## config.mk

```make
export PLATFORM = sky130hd
export DESIGN_NAME = game_turn_controller
export DESIGN_NICKNAME = d
export VERILOG_FILES = /design/src/rtl/game_turn_controller.sv
export SDC_FILE = /design/constraint.sdc
export NUM_CORES = 1
export LEC_CHECK = 0
export BUFFER_PORTS_ARGS = -buffer_cell sky130_fd_sc_hd__buf_4
export CORE_MARGIN = 3
export CORE_UTILIZATION = 50
export DETAILED_ROUTE_END_ITERATION = 8
export GPL_TIMING_DRIVEN = 0
export PLACE_DENSITY = 0.82
export SYNTH_ARGS = -nofsm -noshare
export SYNTH_HDL_FRONTEND = slang
export SYNTH_SLANG_ARGS = --single-unit
```

## constraint.sdc

```tcl
create_clock -name clk -period 4 [get_ports clk]
set_input_delay 0 -clock clk [delete_from_list [all_inputs] [get_ports clk]]
set_output_delay 0 -clock clk [all_outputs]
set_load 0.05 [all_outputs]
```

## src/rtl/game_turn_controller.sv

```systemverilog
// Turn-based board controller for N players: timed turns, LFSR auto-play on
// timeout, tie detection, and win detection delegated over a req/ack handshake.
module game_turn_controller #(
  parameter  int N_PLAYERS    = 2,
  parameter  int CELLS        = 9,
  parameter  int TURN_SECONDS = 15,
  localparam int IDW = $clog2(N_PLAYERS + 1),
  localparam int PW  = ($clog2(CELLS) < 1) ? 1 : $clog2(CELLS),
  localparam int TW  = $clog2(TURN_SECONDS + 1)
) (
  input  logic                 clk,
  input  logic                 rst,
  input  logic                 start,
  input  logic                 sec_tick,
  input  logic                 move_req,
  input  logic [PW-1:0]        move_pos,
  input  logic                 win_ack,
  input  logic                 win_flag,
  output logic                 move_ready,
  output logic                 move_reject,
  output logic                 placed,
  output logic [PW-1:0]        placed_pos,
  output logic                 random_move,
  output logic                 win_req,
  output logic [CELLS*IDW-1:0] board,
  output logic [IDW-1:0]       cur_player,
  output logic [TW-1:0]        time_left,
  output logic                 game_over,
  output logic [IDW-1:0]       winner
);

  typedef enum logic [2:0] {
    S_IDLE, S_WAIT, S_SEARCH, S_COMMIT, S_CHECK, S_DONE
  } state_t;

  state_t               r_state, w_nstate;
  logic [15:0]          r_lfsr;
  logic [CELLS*IDW-1:0] r_board, w_board;
  logic [IDW-1:0]       r_cur, w_cur, r_winner, w_winner;
  logic [TW-1:0]        r_time, w_time;
  logic [PW-1:0]        r_ptr, w_ptr, w_seed;
  logic                 r_rand, w_rand;
  logic                 r_ready, r_reject, r_placed, r_win_req, r_over;
  logic                 w_reject, w_full, w_legal;
  logic [(1<<PW)-1:0]   w_empty;

  // Padding entries beyond CELLS read as occupied, so an out-of-range
  // move_pos is naturally illegal and the full test ignores them.
  for (genvar i = 0; i < (1 << PW); i++) begin : g_cell
    if (i < CELLS) begin : g_real
      assign w_empty[i] = (r_board[i*IDW +: IDW] == '0);
    end else begin : g_pad
      assign w_empty[i] = 1'b0;
    end
  end

  assign w_full  = ~|w_empty;
  assign w_legal = move_req & w_empty[move_pos];
  assign w_seed  = (32'(r_lfsr[PW-1:0]) < CELLS) ? r_lfsr[PW-1:0] : '0;

  always_comb begin
    w_nstate = r_state;
    w_board  = r_board;
    w_cur    = r_cur;
    w_winner = r_winner;
    w_time   = r_time;
    w_ptr    = r_ptr;
    w_rand   = r_rand;
    w_reject = 1'b0;
    case (r_state)
      S_IDLE, S_DONE: begin
        if (start) begin
          w_nstate = S_WAIT;
          w_board  = '0;
          w_cur    = IDW'(1);
          w_time   = TW'(TURN_SECONDS);
          w_winner = '0;
        end
      end
      S_WAIT: begin
        if (w_legal) begin
          w_ptr    = move_pos;
          w_rand   = 1'b0;
          w_nstate = S_COMMIT;
        end else begin
          // A refused move does not mask a tick arriving in the same cycle.
          w_reject = move_req;
          if (sec_tick) begin
            if (r_time > TW'(1)) begin
              w_time = r_time - TW'(1);
            end else begin
              w_time   = '0;
              w_ptr    = w_seed;
              w_nstate = S_SEARCH;
            end
          end
        end
      end
      S_SEARCH: begin
        if (w_empty[r_ptr]) begin
          w_rand   = 1'b1;
          w_nstate = S_COMMIT;
        end else begin
          w_ptr = (32'(r_ptr) == CELLS - 1) ? '0 : r_ptr + PW'(1);
        end
      end
      S_COMMIT: begin
        for (int i = 0; i < CELLS; i++)
          if (r_ptr == PW'(i)) w_board[i*IDW +: IDW] = r_cur;
        w_nstate = S_CHECK;
      end
      S_CHECK: begin
        if (win_ack) begin
          if (win_flag) begin
            w_winner = r_cur;
            w_nstate = S_DONE;
          end else if (w_full) begin
            w_winner = '0;
            w_nstate = S_DONE;
          end else begin
            w_cur    = (32'(r_cur) == N_PLAYERS) ? IDW'(1) : r_cur + IDW'(1);
            w_time   = TW'(TURN_SECONDS);
            w_nstate = S_WAIT;
          end
        end
      end
      default: w_nstate = S_IDLE;
    endcase
  end

  always_ff @(posedge clk or posedge rst) begin
    if (rst) begin
      r_state   <= S_IDLE;
      r_lfsr    <= 16'hACE1;
      r_board   <= '0;
      r_cur     <= '0;
      r_winner  <= '0;
      r_time    <= '0;
      r_ptr     <= '0;
      r_rand    <= 1'b0;
      r_ready   <= 1'b0;
      r_reject  <= 1'b0;
      r_placed  <= 1'b0;
      r_win_req <= 1'b0;
      r_over    <= 1'b0;
    end else begin
      r_state   <= w_nstate;
      r_lfsr    <= {r_lfsr[0] ^ r_lfsr[2] ^ r_lfsr[3] ^ r_lfsr[5], r_lfsr[15:1]};
      r_board   <= w_board;
      r_cur     <= w_cur;
      r_winner  <= w_winner;
      r_time    <= w_time;
      r_ptr     <= w_ptr;
      r_rand    <= w_rand;
      r_ready   <= (w_nstate == S_WAIT);
      r_reject  <= w_reject;
      r_placed  <= (w_nstate == S_COMMIT);
      r_win_req <= (w_nstate == S_CHECK);
      r_over    <= (w_nstate == S_DONE);
    end
  end

  assign move_ready  = r_ready;
  assign move_reject = r_reject;
  assign placed      = r_placed;
  assign placed_pos  = r_ptr;
  assign random_move = r_rand;
  assign win_req     = r_win_req;
  assign board       = r_board;
  assign cur_player  = r_cur;
  assign time_left   = r_time;
  assign game_over   = r_over;
  assign winner      = r_winner;

endmodule

```

[After elaboration in Yosys (flattened, before gate mapping)]
Index checks and enable logic that the tools add are counted.
Word-level totals
  register bits after elaboration: 55
  bits of input ports: 11
  output and inout bits: 36
  word-level logic and storage cells: 157
Operators by class
  add/subtract/negate cells: 3
  $lt $le $gt $ge: 4
  equality and inequality tests: 39
  multiplexer cells: 55
  bitwise gates (word level): 4
  reduce and logical (&&, ||, !) cells: 31
Operators with widths (number)
  2-to-1 mux 4 bit: 13
  2-to-1 mux 2 bit: 18
  inequality test 2 bit (second input constant): 18
  case mux 18 bit (2 select lines): 1
  AND reduction 3 bit: 10
  2-to-1 mux 3 bit: 8
  zero test 2 bit: 9
  2-to-1 mux 18 bit: 1
  == test 4 x 3 -> 1 bit (second input constant): 4
  case mux 3 bit (5 select lines): 1
  == test 3 bit (second input constant): 4
  case mux 4 bit (3 select lines): 1
  less-than comparator 4 x 5 -> 1 bit (second input constant): 2
  == test 3 x 2 -> 1 bit (second input constant): 3
  inequality test 3 bit (second input constant): 3
  OR reduction 9 bit: 1
  binary-select mux 1 bit (select 4 bit): 2
  == test 4 x 2 -> 1 bit (second input constant): 2
  case mux 2 bit (2 select lines): 2
  case mux 4 bit (2 select lines): 1
  AND reduction 4 bit: 2
  AND reduction 7 bit: 1
  == test 3 x 1 -> 1 bit (second input constant): 2
  2-to-1 mux 1 bit: 6
  other kinds (17): 21

[Longest topological paths before layout]
Gate-level depths: netlist of run 1.
  depth after elaboration: 7
  mapped depth: 8

[Worst setup path after synthesis of run 1]
Ideal clock, no wire load.
  path type: register to register
  from: register r_ptr[0] (netlist: placed_pos[0])
  to: register r_ptr[1] (netlist: placed_pos[1])
  setup time: 0.125 ns
  arrival time: 2.084 ns
  path slack: 1.791 ns
  cell stages (with the launch flop): 6
  path buffers: 0
  period minus slack after synthesis: 2.209 ns
  path through: dfrtp_1 mux4_2 nand3_1 a31oi_2 a21oi_2 mux2_4
Between the ends
  cells in the longest elaborated chain, start to end: 4
  elaborated cells between the ends (all ways): 9
  classes of those cells: add/sub (1); eq/ne (2); mux (5); reduce/logical (1)
RTL lines
  start: declaration: line 41  | logic [PW-1:0] r_ptr, w_ptr, w_seed;
  start signal: assignment: line 153  | r_ptr <= w_ptr;
  adder 4 x 1 -> 4 bit (tied with other cells): line 104  | w_ptr = (32'(r_ptr) == CELLS - 1) ? '0 : r_ptr + PW'(1);
  2-to-1 mux 4 bit / 2-to-1 mux 1 bit (equally long branches): line 104, 100
  2-to-1 mux 4 bit / inequality test 2 bit (equally long branches)
  case mux 4 bit (2 select lines) / AND reduction 4 bit (equally long branches)
Several ways; a longest one is shown, not always the timed one. The select of a mux whose other input is x is not followed.
A chain may end at the register's enable or synchronous reset.

[Final worst setup path of run 1]
  from: register r_board[11] (netlist: board[11])
  to: register r_ptr[1] (netlist: placed_pos[1])
Between the ends
  cells in the longest elaborated chain, start to end: 6
  elaborated cells between the ends (all ways): 12
  classes of those cells: eq/ne (3); mux (6); bitwise (1); reduce/logical (2)
RTL lines
  start: declaration: line 38  | logic [CELLS*IDW-1:0] r_board, w_board;
  start signal: assignment: line 149  | r_board <= w_board;
  zero test 2 bit (*): line 51  | assign w_empty[i] = (r_board[i*IDW +: IDW] == '0);
  binary-select mux 1 bit (select 4 bit): line 58  | assign w_legal = move_req & w_empty[move_pos];
  2-to-1 mux 1 bit (implied by the code): line 58
  AND 1 bit: line 58
  inequality test 3 bit (no source line) / 2-to-1 mux 4 bit (equally long branches)
  AND reduction 4 bit (no source line) / case mux 4 bit (2 select lines) (equally long branches)
Mark *: on every way between the ends. The rest lies on a longest branch, timed or not. The select of a mux whose other input is x is not followed.

==> results.py, run 1 <==
metrics = {
    "global_routing": {
        "grt_pass1_wl_um": 10800,
        "grt_max_degree": 32,
        "grt.overflow.total": 0,
        "antenna_found_initial": 0,
        "grt_pass1_vias": 2231,
        "grt_usage_pct": 21.3,
    },
    "worst_setup_path": {
        "worstSetupPathType": "reg2reg",
        "path_cells": "nor2_1 > o221ai_4 > o31ai_4 > nor2_2 > a21oi_2 > mux2_4",
        "rr_endpoint": "placed_pos[1]",
        "required_ns": 4.21,
        "r2r-start": "board[11]",
        "startpoint_type": "flop",
        "cp.depth": 6,
        "cp_max_fo": 5,
        "setup.worst_path.end_class": "flop",
        "slowest_delay_ns": 0.41,
        "cp_num_buf_inv": 0,
        "r2r_cells": 6,
        "ff2ff_setup_slack_ns": 1.84,
        "cpMaxStageDelayCell": "dfrtp_1",
        "path_delay_family": "compound AO/OA/AOI/OAI gates",
        "worst_ep_arrival_time_ns": 2.37,
    },
    "drt": {
        "postRouteAntennaNets": 0,
        "vias": 2205,
        "first_pass_iters": 4,
        "wl_per_cell_um": 16.2,
        "dr.first_iter.drc_count": 110,
        "routed_wl_um": 6140,
        "remaining_drc_errors": 0,
        "vias_per_cell": 5.80,
    },
    "clock_tree": {
        "clock_latency_ns": 0.32,
        "cts-buffers-inserted": 5,
        "cts_sinks": 55,
        "cts_buffer_depth": 2,
        "cts_tree": "done",
        "post_cts_resized": 0,
        "cts_root_buffer": "clkbuf_8",
        "holdBufCountCts": 4,
        "htree_levels": 2,
        "cts_setup_buffers": 0,
        "path_clk_slew_ns": 0.11,
    },
    "layout": {
        "drive_gt1_share_pct": 35.5,
        "area_growth_pct": 20.9,
        "nets": 326,
        "antenna_cells": 0,
    },
    "floorplanning": {
        "rows": 26,
        "initial_core_util_pct": 53.5,
        "die_w_um": 81.1,
        "core_mm2": 0.00527,
        "die_area_mm2": 0.00658,
        "die_h_um": 81.1,
        "ios": 47,
    },
    "yosys": {
        "netlist_area_mm2": 0.00282,
        "ys_top_cells_by_area": "dfrtp_1, mux2_2, dfstp_2",
        "synth_nets": 268,
        "ys_types": 68,
        "yosysWarningCount": 0,
        "synth-edff-count": 0,
        "ys_seq_elements": 55,
        "ys_seq_area_share_pct": 49.2,
        "syn_inst": 251,
        "synth_top_area_cell": "dfrtp_1",
        "async_flop_share_pct": 100,
        "ys.flop_type": "dfrtp_1",
        "synth_top_area_share_pct": 41.7,
        "synth.avg_cell_area_um2": 11.2,
    },
    "sta": {
        "final-setup-viol-count": 0,
        "max_slew_margin_pct": 61.7,
        "fmax_mhz": 463,
        "skew_ns": 0.00661,
        "finalHoldViolations": 0,
        "rsz0062_at_grt": "false",
        "slew_viol_final": 0,
        "min_period_ns": 2.16,
        "period_share_pct": 54.0,
        "tightest_slew_ns": 0.571,
        "tns_ns": 0,
    },
    "pwr": {
        "vdd_drop_max_uv": 356,
        "power_density_mw_per_mm2": 704,
        "leakage_nw": 1.56,
        "power_mw": 2.40,
    },
    "worst_hold_path": {
        "worstHoldStart": "sec_tick",
        "worstHoldEndpoint": "r_state[1]",
        "holdPathStages": 3,
        "holdCritPathClass": "in2reg",
    },
    "place": {
        "place.gp.congestion": 0.864,
        "port_buffers": 46,
        "hpwl_um": 4740,
    },
    "status": {
        "outcome": "completed",
    },
    "flow_run": {
        "drv_cap": 0,
    },
}
[placed cells by master (no fill, tap or decap), types with 3 or more instances in the layout]
cell type | Yosys | routed
clkbuf_1 | 4 | 4
buf_4 | 2 | 48
and2_1 | 6 | 6
dlygate4sd3_1 | 0 | 4
nand2_1 | 13 | 13
inv_1 | 11 | 10
dfstp_2 | 8 | 8
nor3_2 | 4 | 4
o31ai_1 | 3 | 3
nand3_1 | 8 | 8
a21oi_1 | 11 | 11
o21ai_0 | 5 | 5
mux2i_1 | 4 | 4
mux2_2 | 19 | 19
dfrtp_1 | 47 | 47
nor3_1 | 9 | 9
nand2b_1 | 5 | 5
nor2_1 | 21 | 21
a31oi_1 | 6 | 6
nor4_1 | 3 | 3
ha_1 | 6 | 6
clkbuf_8 | 0 | 5
a211oi_1 | 3 | 3
[routing by layer]
layer / vias to the layer above / GRT usage, % / wire length, µm
met5: - / 0 / 0
met4: 0 / 6.59 / 76
met3: 8 / 4.32 / 403
met2: 65 / 34.4 / 2940
met1: 1091 / 28.8 / 2720
li1: 1041 / - / -
[how the worst max path moves through the flow]
stage,startpoint,to,slack [ns]
final,board[11],placed_pos[1],1.84
after global routing,time_left[0],placed_pos[1],1.71
after CTS,board[11],placed_pos[1],1.90
after detailed placement,board[11],placed_pos[1],1.91
after global placement,board[14],time_left[3],1.91
after floorplan,placed_pos[0],placed_pos[1],1.79
[Yosys cell counts, types with 2 or more instances]
master and count:
and4_1 2, inv_1 11, a22o_1 2, nor3_2 4
nand2_1 13, and2_1 6, xnor2_1 2, nand3_1 8
a21oi_1 11, mux2_2 19, buf_4 2, dfstp_2 8
a32o_1 2, nor4_1 3, a211oi_1 3, ha_1 6
nor2b_1 2, a31oi_1 6, clkbuf_1 4, dfrtp_1 47
mux2i_1 4, o31ai_1 3, o21ai_0 5, nor3_1 9
o22ai_1 2, nor2_1 21, nand2b_1 5
[registers in the layout, indices dropped and copies added (netlist names)]
signal	count
board	18
r_lfsr	16
placed_pos	4
time_left	4
r_state	3
cur_player	2
winner	2
game_over	1
move_ready	1
move_reject	1
placed	1
random_move	1
win_req	1
[cell families (layout without fill, tap and decap cells)]
group           count (synthesis)  count (layout)  share of synthesized area, %
compound gates                 56              56                          16.4
fa+ha+maj                       6               6                          2.66
buf+inv                        19              78                          3.11
mux                            25              25                          10.3
flops                          55              55                          49.2
simple gates                   87              87                          17.4
xor+xnor                        3               3                         0.932
[area by class of cell]
type / instances / area, µm²
timing repair buffer: 51 / 405
clock inverter: 3 / 28.8
clock buffer: 5 / 68.8
sequential: 55 / 1390
tap: 70 / 87.6
fill: 459 / 1860
buffer: 8 / 46.3
multi-input combinational: 177 / 1350
inverter: 11 / 41.3
[tightest hold or removal path, cell delays in order]
cell,delay (ns)
buf_4,0.10
a211oi_1,0.06
o21ai_0,0.26
[per-stage QoR]
step / setup WS, ns / utilization, % / area [µm²] / std cells / hold WS (ns)
6_report: 1.84 / 64.7 / 3410 / 380 / 0.141
5_1_grt: 1.71 / 64.7 / 3410 / 380 / 0.193
4_1_cts: 1.90 / 64.7 / 3410 / 380 / 0.138
3_5_place_dp: 1.91 / 62.1 / 3270 / 368 / 0.0789
3_3_place_gp: 1.91 / 61.7 / 3250 / 367 / 0.220
2_1_floorplan: 1.79 / - / 2820 / 251 / 0.0978
[power by group]
part | switching [mW] | internal (mW)
clock | 0.202 | 0.133
combinational | 0.839 | 0.459
sequential | 0.0993 | 0.668
No activity file was read; power rests on OpenSTA's default activity.
==> inputs of run 2 (changes only) <==
==> constraint.sdc (replaced) <==
create_clock -name clk -period 2 [get_ports clk]
set_input_delay 0 -clock clk [delete_from_list [all_inputs] [get_ports clk]]
set_output_delay 0 -clock clk [all_outputs]
set_load 0.05 [all_outputs]
==> results.py, run 2 (synthesis gave the netlist of run 1 again) <==
metrics = {
    "status": {
        "outcome": "completed",
    },
    "place": {
        "port_buffers": 46,
        "place.gp.congestion": 0.877,
        "dp.cells": 368,
        "place_ws_ns": -0.0948,
        "placed_area_mm2": 0.00329,
        "hpwl_um": 4770,
    },
    "clock_tree": {
        "cts-buffers-inserted": 5,
        "cts_root_buffer": "clkbuf_8",
        "clock_latency_ns": 0.32,
        "cts_tree": "done",
        "htree_levels": 2,
        "cts_buffer_depth": 2,
        "path_clk_slew_ns": 0.11,
        "cts_sinks": 55,
    },
    "drt": {
        "routed_wl_um": 6970,
        "postRouteAntennaNets": 0,
        "wl_per_cell_um": 17.7,
        "vias": 2305,
        "first_pass_iters": 4,
        "dr.first_iter.drc_count": 157,
        "vias_per_cell": 5.87,
        "remaining_drc_errors": 0,
    },
    "worst_setup_path": {
        "ff2ff_setup_slack_ns": 0.04,
        "endpoint": "placed_pos[1]",
        "worstSetupPathType": "reg2reg",
        "r2r-start": "placed_pos[2]",
        "cp_max_fo": 6,
        "rr_endpoint": "placed_pos[1]",
        "startpoint_type": "flop",
        "critPathLaunch": "placed_pos[2]",
        "r2r_cells": 7,
        "required_ns": 2.21,
        "worst_ep_arrival_time_ns": 2.17,
        "setup.worst_path.end_class": "flop",
    },
    "global_routing": {
        "grt_pass1_vias": 2249,
        "grt.overflow.total": 0,
        "grt_usage_pct": 21.7,
        "grt_pass1_wl_um": 11000,
        "grt_max_degree": 30,
        "antenna_found_initial": 0,
    },
    "layout": {
        "drive_gt1_share_pct": 50.2,
        "antenna_cells": 0,
        "final_common_cell": "buf_4",
        "layout.cells.most_common_list": "buf_4, dfrtp_1, mux2_2, nor2_1, dfrtp_2",
        "largest_reg_flops": 18,
        "nets": 339,
        "area_growth_pct": 31.1,
        "final_cells": 393,
        "final_cell_area_mm2": 0.00370,
        "fin_util_pct": 70.1,
    },
    "sta": {
        "skew_ns": 0.00421,
        "tns_ns": 0,
        "rsz0062_at_grt": "true",
        "fmax_mhz": 509,
        "tightest_slew_ns": 0.586,
        "final-setup-viol-count": 0,
        "min_period_ns": 1.96,
        "max_slew_margin_pct": 60.9,
        "period_share_pct": 98.2,
        "finalHoldViolations": 0,
        "slew_viol_final": 0,
        "layout_setup_ws_ns": 0.0364,
        "hold_ws_ns": 0.148,
    },
    "floorplanning": {
        "rows": 26,
        "core_mm2": 0.00527,
        "initial_core_util_pct": 53.5,
        "die_area_mm2": 0.00658,
        "die_w_um": 81.1,
        "die_h_um": 81.1,
        "ios": 47,
    },
    "worst_hold_path": {
        "holdPathStages": 3,
        "holdCritPathClass": "in2reg",
    },
    "pwr": {
        "power_mw": 5.21,
        "vdd_drop_max_uv": 774,
        "leakage_nw": 1.63,
        "power_density_mw_per_mm2": 1410,
    },
    "flow_run": {
        "drv_cap": 0,
    },
}
-- run 2: repair_timing --
action                                  4_1_cts  5_1_grt
endpoints found under the setup margin        2       26
gates resized for setup                       4       28
hold buffers                                  4        0
hold endpoints to repair                     25        0
buffers inserted                              2       13
pin swaps                                     1        3
-- run 2: metal layers --
layer	global-route usage (%)	share of wire, %	vias up
li1	-	-	1069
met1	30.9	43	1153
met2	33.3	49	76
met3	4.88	6.7	7
met4	6.42	1.2	0
met5	0	0	-
-- run 2: power breakdown --
part | internal, mW | switching (mW)
logic | 1.10 | 1.86
registers | 1.35 | 0.235
clock network | 0.265 | 0.402
-- run 2: worst min path at each step --
stage / startpoint / slack, ns / to
after floorplan: win_ack / 0.1 / win_req
after global routing: sec_tick / 0.18 / r_state[1]
after detailed placement: rst / 0.10 / r_lfsr[9]
after global placement: win_ack / 0.22 / win_req
final: sec_tick / 0.15 / r_state[1]
after CTS: sec_tick / 0.13 / r_state[1]
-- run 2: worst max-delay path: stages, from the launching register on --
cell,delay (ns)
dfrtp_2,0.48
buf_4,0.17
nor4_2,0.26
nor4_2,0.09
a211o_1,0.28
a31oi_4,0.20
a21oi_2,0.07
mux2_4,0.31
-- run 2: cell type report --
type	count	area [µm²]
well taps	70	87.6
fillers	390	1570
inverters	11	41.3
flip-flops and latches	55	1400
clock buffers	5	68.8
plain buffers	6	35.0
repair buffers	66	528
clock inverters	3	28.8
multi-input cells	177	1500
==> inputs of run 3 (changes only) <==
--- a/config.mk
+++ b/config.mk
@@ -5,12 +5,13 @@
 export SDC_FILE = /design/constraint.sdc
 export NUM_CORES = 1
 export LEC_CHECK = 0
-export BUFFER_PORTS_ARGS = -buffer_cell sky130_fd_sc_hd__buf_4
 export CORE_MARGIN = 3
 export CORE_UTILIZATION = 50
 export DETAILED_ROUTE_END_ITERATION = 8
+export DONT_BUFFER_PORTS = 1
 export GPL_TIMING_DRIVEN = 0
-export PLACE_DENSITY = 0.82
+export PLACE_DENSITY = 0.75
 export SYNTH_ARGS = -nofsm -noshare
 export SYNTH_HDL_FRONTEND = slang
 export SYNTH_SLANG_ARGS = --single-unit
+export TNS_END_PERCENT = 30
==> results.py, run 3 (synthesis gave the netlist of run 1 again) <==
metrics = {
    "status": {
        "outcome": "finished with violations",
        "violations": "negative setup slack",
    },
    "clock_tree": {
        "cts_root_buffer": "clkbuf_8",
        "cts_tree": "done",
        "cts_sinks": 55,
        "cts-buffers-inserted": 5,
        "htree_levels": 2,
        "clock_latency_ns": 0.31,
        "cts_buffer_depth": 2,
        "path_clk_slew_ns": 0.09,
    },
    "layout": {
        "area_growth_pct": 19.2,
        "final_cell_area_mm2": 0.00336,
        "layout.cells.most_common_list": "dfrtp_1, dfrtp_2, mux2_2, nand2_1, nor2_1",
        "final_cells": 343,
        "fin_util_pct": 63.8,
        "nets": 289,
        "antenna_cells": 0,
        "final_common_cell": "dfrtp_1",
        "largest_reg_flops": 18,
        "drive_gt1_share_pct": 45.4,
        "fillers": 414,
    },
    "sta": {
        "layout_setup_ws_ns": -0.0911,
        "finalHoldViolations": 0,
        "rsz0062_at_grt": "true",
        "max_slew_margin_pct": 57.5,
        "min_period_ns": 2.09,
        "tightest_slew_ns": 0.637,
        "period_share_pct": 105,
        "skew_ns": 0.00909,
        "fmax_mhz": 478,
        "slew_viol_final": 0,
        "final-setup-viol-count": 7,
        "hold_ws_ns": 0.0110,
    },
    "flow_run": {
        "drv_cap": 0,
    },
    "global_routing": {
        "grt.overflow.total": 0,
        "grt_pass1_vias": 2064,
        "grt_pass1_wl_um": 10600,
        "grt_max_degree": 33,
        "grt_usage_pct": 21.0,
        "antenna_found_initial": 0,
    },
    "drt": {
        "remaining_drc_errors": 0,
        "wl_per_cell_um": 19.2,
        "postRouteAntennaNets": 0,
        "routed_wl_um": 6570,
        "dr.first_iter.drc_count": 109,
        "vias_per_cell": 6.20,
        "first_pass_iters": 4,
        "vias": 2125,
    },
    "pwr": {
        "clkPwrFrac_pct": 12.7,
        "swShare_pct": 49.5,
        "vdd_drop_max_uv": 961,
        "pwr-share-comb_pct": 39.2,
        "p_int_mw": 2.44,
        "power_density_mw_per_mm2": 1440,
        "leakage_nw": 1.37,
        "p_seq_share_pct": 48.1,
        "p_sw_mw": 2.39,
    },
    "worst_setup_path": {
        "cp_max_fo": 5,
        "startpoint_type": "flop",
        "cpMaxStageDelayCell": "dfrtp_2",
        "worstSetupPathType": "reg2reg",
        "slowest_delay_ns": 0.54,
        "setup.worst_path.end_class": "flop",
        "crit_top_cell": "nor4_2",
        "path_cells": "buf_6 > nor4_2 > nor4_2 > a211o_1 > a31oi_4 > a21oi_4 > mux2_4",
        "worst_ep_arrival_time_ns": 2.29,
        "required_ns": 2.20,
    },
    "floorplanning": {
        "initial_core_util_pct": 53.5,
        "ios": 47,
        "die_w_um": 81.1,
        "die_area_mm2": 0.00658,
        "rows": 26,
        "die_h_um": 81.1,
        "core_mm2": 0.00527,
    },
    "place": {
        "dp.cells": 322,
        "placed_area_mm2": 0.00295,
        "place.gp.congestion": 0.884,
        "place_ws_ns": -0.349,
        "hpwl_um": 4610,
        "port_buffers": 0,
    },
    "worst_hold_path": {
        "holdCritPathClass": "in2reg",
    },
}
[run 3: changes by cell type in the layout (fill, tap and decap cells not counted), moves of 3 or more]
cell	delta
a21oi_1	+6
dfrtp_2	+8
dfrtp_1	-10
nor3_2	+3
nor2_1	-6
nor2_2	+4
a21oi_2	-7
buf_4	-53
[run 3: final timing paths]
path / slack, ns / cells past startpoint / end / from
setup reg to reg: -0.09 / 7 / placed_pos[1] / placed_pos[3]
hold reg to reg: 0.36 / 0 / r_lfsr[3] / r_lfsr[4]
min in group asynchronous: 0.17 / 2 / board[15] / rst
max in group asynchronous: 1.22 / 3 / r_lfsr[5] / rst
hold / removal: 0.01 / 3 / placed / move_pos[3]
setup / recovery: -0.09 / 7 / placed_pos[1] / placed_pos[3]
[run 3: per-layer routing]
metal / vias to the layer above / global-route usage, % / part of all wire, %
met5: - / 0 / 0
met4: 0 / 7.09 / 1.2
met3: 9 / 5.65 / 6.3
met2: 70 / 32.8 / 48
met1: 1079 / 28.5 / 45
li1: 967 / - / -
[run 3: metrics by stage]
stage,TNS [ns],power [mW]
after global placement,-2.09,3.80
after detailed placement,-2.53,3.85
after CTS,-0.548,4.58
after floorplan,-0.0677,3.48
after global routing,-1.67,5.10
final,-0.281,4.83
[run 3: cell type report]
class	count	area, µm²	area share [%]
Sequential cell	55	1420	42.3
Timing Repair Buffer	14	125	3.72
Inverter	11	41.3	1.23
Clock inverter	3	20.0	0.595
Clock buffer	5	68.8	2.05
Buffer	8	50.0	1.49
Tap cell	70	87.6	2.61
Multi-Input combinational cell	177	1550	46.0
[run 3: power by group through the flow]
| stage | Combinational (mW) | Sequential [mW] | Clock (mW) |
|---|---|---|---|
| after global routing | 2.06 | 2.37 | 0.671 |
| after floorplan | 1.26 | 2.22 | 0 |
| after detailed placement | 1.55 | 2.30 | 0 |
| after CTS | 1.65 | 2.31 | 0.624 |
| final | 1.89 | 2.33 | 0.613 |
| after global placement | 1.51 | 2.29 | 0 |
[run 3: what timing repair did]
item	4_1_cts	5_1_grt
endpoints found under the setup margin	16	32
resized for setup	22	33
hold buffers	5	0
cloned	1	0
setup buffers	4	3
pin swaps	5	9
endpoints found under the hold margin	35	0
[run 3: worst max-delay path, delay by kind of cell, from the launching register on]
family / cells / cell delay [ns]
compound gates: 3 / 0.59
flops: 1 / 0.54
simple gates: 2 / 0.37
mux: 1 / 0.30
buf+inv: 1 / 0.19
